### src/rtl/io_input_controller.sv
// io_input_controller
// Input side of the board I/O path: synchronises and debounces the DE2
// switch/key pins, turns key presses into sticky events and answers
// single-cycle DMA read requests with a snapshot of the whole input state.
//
// Read handshake: rd_req is a one-cycle strobe with no back-pressure. Every
// cycle rd_req is sampled high produces exactly one rd_valid pulse on the
// following cycle, carrying the state as it was before any clear requested
// by rd_clr in that same cycle. rd_data holds until the next read.
module io_input_controller #(
  parameter int DEBOUNCE_CYCLES = 500000,
  parameter int CNT_W           = 20
) (
  input  logic        physical_clock,
  input  logic        reset,
  input  logic [21:0] IO_input,
  input  logic        rd_req,
  input  logic        rd_clr,
  output logic [17:0] sw_value,
  output logic [3:0]  key_level,
  output logic [3:0]  key_event,
  output logic [3:0]  overrun,
  output logic        event_pending,
  output logic [31:0] rd_data,
  output logic        rd_valid
);

  // Idle pin pattern: switches down (0), keys released (1, active-low pins).
  localparam logic [21:0]      PIN_IDLE = {4'hF, 18'h0};
  localparam logic [CNT_W-1:0] CNT_LAST = CNT_W'(DEBOUNCE_CYCLES - 1);

  logic [21:0]      sync1;
  logic [21:0]      sync2;
  logic [21:0]      stable;
  logic [CNT_W-1:0] cnt [22];
  logic [3:0]       key_level_d;
  logic [3:0]       press;
  logic             clr;

  // Two-flop synchroniser on every raw pin.
  always_ff @(posedge physical_clock) begin
    if (reset) begin
      sync1 <= PIN_IDLE;
      sync2 <= PIN_IDLE;
    end else begin
      sync1 <= IO_input;
      sync2 <= sync1;
    end
  end

  // Per-bit debounce: a new level is accepted only after it has differed from
  // the accepted level for DEBOUNCE_CYCLES consecutive cycles.
  always_ff @(posedge physical_clock) begin
    for (int i = 0; i < 22; i++) begin
      if (reset) begin
        cnt[i]    <= '0;
        stable[i] <= PIN_IDLE[i];
      end else if (stable[i] != sync2[i]) begin
        if (cnt[i] == CNT_LAST) begin
          stable[i] <= sync2[i];
          cnt[i]    <= '0;
        end else begin
          cnt[i] <= cnt[i] + 1'b1;
        end
      end else begin
        cnt[i] <= '0;
      end
    end
  end

  // Registered debounced levels; keys are inverted so 1 means pressed.
  always_ff @(posedge physical_clock) begin
    if (reset) begin
      sw_value    <= '0;
      key_level   <= '0;
      key_level_d <= '0;
    end else begin
      sw_value    <= stable[17:0];
      key_level   <= ~stable[21:18];
      key_level_d <= key_level;
    end
  end

  // Press edge detection and the read-with-clear qualifier.
  always_comb begin
    press = key_level & ~key_level_d;
    clr   = rd_req & rd_clr;
  end

  // Sticky events and overruns; a press coinciding with a clear keeps its
  // event and does not count as an overrun.
  always_ff @(posedge physical_clock) begin
    if (reset) begin
      key_event <= '0;
      overrun   <= '0;
    end else if (clr) begin
      key_event <= press;
      overrun   <= '0;
    end else begin
      key_event <= key_event | press;
      overrun   <= overrun | (press & key_event);
    end
  end

  // Read response: snapshot of pre-clear state, one pulse per request.
  always_ff @(posedge physical_clock) begin
    if (reset) begin
      rd_valid <= 1'b0;
      rd_data  <= '0;
    end else begin
      rd_valid <= rd_req;
      if (rd_req) begin
        rd_data <= {2'b00, overrun, key_event, key_level, sw_value};
      end
    end
  end

  assign event_pending = |key_event;

endmodule

### config.mk
export PLATFORM = sky130hd
export DESIGN_NAME = io_input_controller
export DESIGN_NICKNAME = d
export VERILOG_FILES = /design/src/rtl/io_input_controller.sv
export SDC_FILE = /design/constraint.sdc
export NUM_CORES = 1
export LEC_CHECK = 0
export BUFFER_PORTS_ARGS = -buffer_cell sky130_fd_sc_hd__buf_2
export CORE_ASPECT_RATIO = 1.75
export CORE_UTILIZATION = 57
export DETAILED_ROUTE_END_ITERATION = 8
export PLACE_DENSITY_LB_ADDON = 0.08
export SLEW_MARGIN = 20
export SYNTH_ARGS = -nofsm -noshare
export SYNTH_HDL_FRONTEND = slang
export SYNTH_SLANG_ARGS = --single-unit
### constraint.sdc
create_clock -name physical_clock -period 2.1 [get_ports physical_clock]
set_input_delay 0.105 -clock physical_clock [delete_from_list [all_inputs] [get_ports physical_clock]]
set_output_delay 0.105 -clock physical_clock [all_outputs]
set_load 0.01 [all_outputs]
==> run metrics <==
minimum clock period=2.26 ns; Tot Pwr=24.1 mW; final hold vios=0; Setup Skew=0.0202 ns; Die W=171 um; antenna-violating nets left=0; vias in the first global route=22500; Post-DP HPWL=43.0 mm; xor/xnor share of the synthesized area=9.14%; Ys Warns=0; area of the die=0.0510 sq mm; most common cell after layout, fill and taps aside=conb_1; wire per inst=14.5 um; max frequency=443 MHz; DRC viols=0; adder-cell share of the synthesized area=0.964%; post-synthesis compound-gate area fraction=6.39%; Design Area, Final=0.0357 sq mm; WP data arrival=2.59 ns; Static Leak=13.0 nW; effective utilization at floorplan=57.7%; Rel. slew slack=65.0%; Max FO, Critical Path=4; EDFF count, synth=440; pin count of the biggest net entering global routing=53; P per Cell Area=677 mW/mm^2; first-pass GRT wire length=100 mm; Mapped Cells=2699; RePlAce Congestion=0.855; Post-Synth Simple-Gate Area=24.3%; die height=298 um; Synth Flop Type=edfxtp_1; CTS tree=built; n_diodes=0; Max Slew Vio Count=0; Vias per Instance=5.37; period utilisation layout=108%; register area share after synthesis=55.5%; measured slew at the worst slew-check pin=0.521 ns; Setup TNS Final=-12.16 ns; worst min path class=in -> reg; DRT Pass-1 Iters=5; WP data required=2.43 ns; maxcap violations=0; Placeable Area=0.0495 sq mm; # IOs=90; crit path kind=reg -> reg; commonest non-fill, non-tap cells in the layout=conb_1 (442), edfxtp_1 (440), nor2_1 (326); Synth Cell Area=0.0285 sq mm; asr flop ratio synth=0%; post-synth top area share=46.3%; clock latency on the worst-skew pair=0.58 ns; H-tree levels=2; root buffer cell=clkbuf_16; Synth cell types=63; Setup-failing EPs final=150; final core utilization=72.1%; # nets final=3495; main combinational cell family by area after synthesis=simple AND/OR/NAND/NOR gates; flop and latch count out of synthesis=571; GRT Residual Overflow=0; Area after DPL=0.0327 sq mm; Avg Cell Area, Syn=10.6 sq um; Worst setup SP type=flop; Fill cells=3782; fin worst setup slack=-0.159 ns; Critical Path Sink Type=flop; clock sinks=571; initial antenna violation count=1; WHS=0.0839 ns; 1st-iter DRT viols=1222; via count=22300; Clock Path Buffers=3; share of post-route cells with drive strength above 1=16.4%; Area contributors post-synth=edfxtp_1 (46%), dfxtp_1 (9.2%), nor2_1 (5.2%), xor2_1 (4.8%), xnor2_1 (4.3%); proportion of synthesized area in mux cells=1.28%; status=finished, violations left; total wire length=60.1 mm; area grow syn2layout=24.9%; Max rail drop VDD=0.000676 V; I/O Buffers=87; Synth area leader=edfxtp_1; Clk pin slew, worst setup/hold paths=0.06 ns; RSZ-0062 raised after global routing=yes; GRT Total Usage=23.7%; # rows=108; TritonCTS Buffers=52; failing checks=negative setup slack
cells by family (layout without fill, tap and decap cells):
| group | after synthesis | in the layout |
|---|---|---|
| AOI/OAI and AO/OA | 303 | 303 |
| DFF | 571 | 571 |
| muxes | 36 | 36 |
| xor gates and xnor gates | 298 | 298 |
| and+or+nand+nor | 1297 | 1297 |
| other | 2 | 442 |
| buffers and inverters | 170 | 520 |
| adders and majority gates | 22 | 22 |
registers in the layout, summed over array words and instances, names as in the netlist:
| name | flops |
|---|---|
| key_level_d | 4 |
| key_level | 4 |
| sync2 | 22 |
| key_event | 4 |
| sw_value | 18 |
| overrun | 4 |
| rd_valid | 1 |
| cnt | 440 |
| sync1 | 22 |
| rd_data | 30 |
| stable | 22 |
final timing paths:
path | depth (start not counted) | slack [ns] | end | start
setup reg to reg | 6 | -0.16 | cnt[1][37] | cnt[1][27]
setup / recovery | 6 | -0.16 | cnt[1][37] | cnt[1][27]
hold reg to reg | 1 | 0.41 | sync2[19] | sync1[19]
hold / removal | 4 | 0.08 | key_event[2] | rd_clr
critical path, stage by stage, from the launching register on:
cell	delay [ns]
edfxtp_1	0.41
or4b_1	0.54
or4_4	0.57
o21bai_4	0.18
buf_6	0.15
buf_6	0.12
a21oi_2	0.03
power by group:
part	leakage (nW)	switching (mW)	internal, mW
clock	0.908	4.22	5.69
sequential	5.60	0.391	12.6
combinational	6.49	0.725	0.563
cell type report:
cell class,instances,area [sq um],share of cell area [%]
inverter,77,289,0.811
sequential,571,15800,44.4
clock inverter,21,174,0.488
multi-input combinational,2398,14200,39.8
clock buffer,75,1640,4.59
timing repair buffer,347,2710,7.59
tap,660,826,2.32
metal layers:
metal | global-route usage, % | part of all wire, % | vias to the layer above
li1 | - | - | 11000
met2 | 46.1 | 55 | 419
met1 | 25.8 | 39 | 10700
met5 | 0 | 0 | -
met3 | 2.56 | 3.0 | 136
met4 | 8.78 | 3.0 | 0
repair_timing:
item,in CTS,in global routing
cloned,4,5
gates resized for setup,74,113
pin swaps,36,35
endpoints found under the setup margin,144,212
buffers inserted,9,16
hold buffers,24,0
hold endpoints to repair,39,0
cells in the mapped netlist (4+ instances only):
cell / n
buf_4: 5
mux2_2: 4
xnor2_1: 141
nor4b_1: 18
or4_1: 67
nor2_1: 392
mux2i_1: 32
ha_1: 22
nand3_1: 137
o211ai_1: 10
or2_2: 12
nor2b_1: 63
xor2_1: 157
inv_1: 77
o21a_1: 7
or3_1: 82
nor4bb_1: 6
or4b_1: 10
and2_1: 11
nor3_1: 53
nor4_1: 50
o21ai_0: 84
a31oi_1: 5
and3_1: 41
and4_1: 48
o31ai_1: 44
clkbuf_1: 71
nand2_1: 140
a21oi_1: 129
nand2b_1: 4
nand4b_1: 6
edfxtp_1: 440
buf_2: 12
dfxtp_1: 131
nand4_1: 139
per-stage QoR:
stage | instances | setup WS, ns
detailed placement | 3995 | -0.108
finish | 4149 | -0.159
floorplan | 3139 | -0.0850
global route | 4149 | -0.218
CTS | 4128 | -0.105
global placement | 3995 | -0.102
Power figures use the tool's default switching activity.
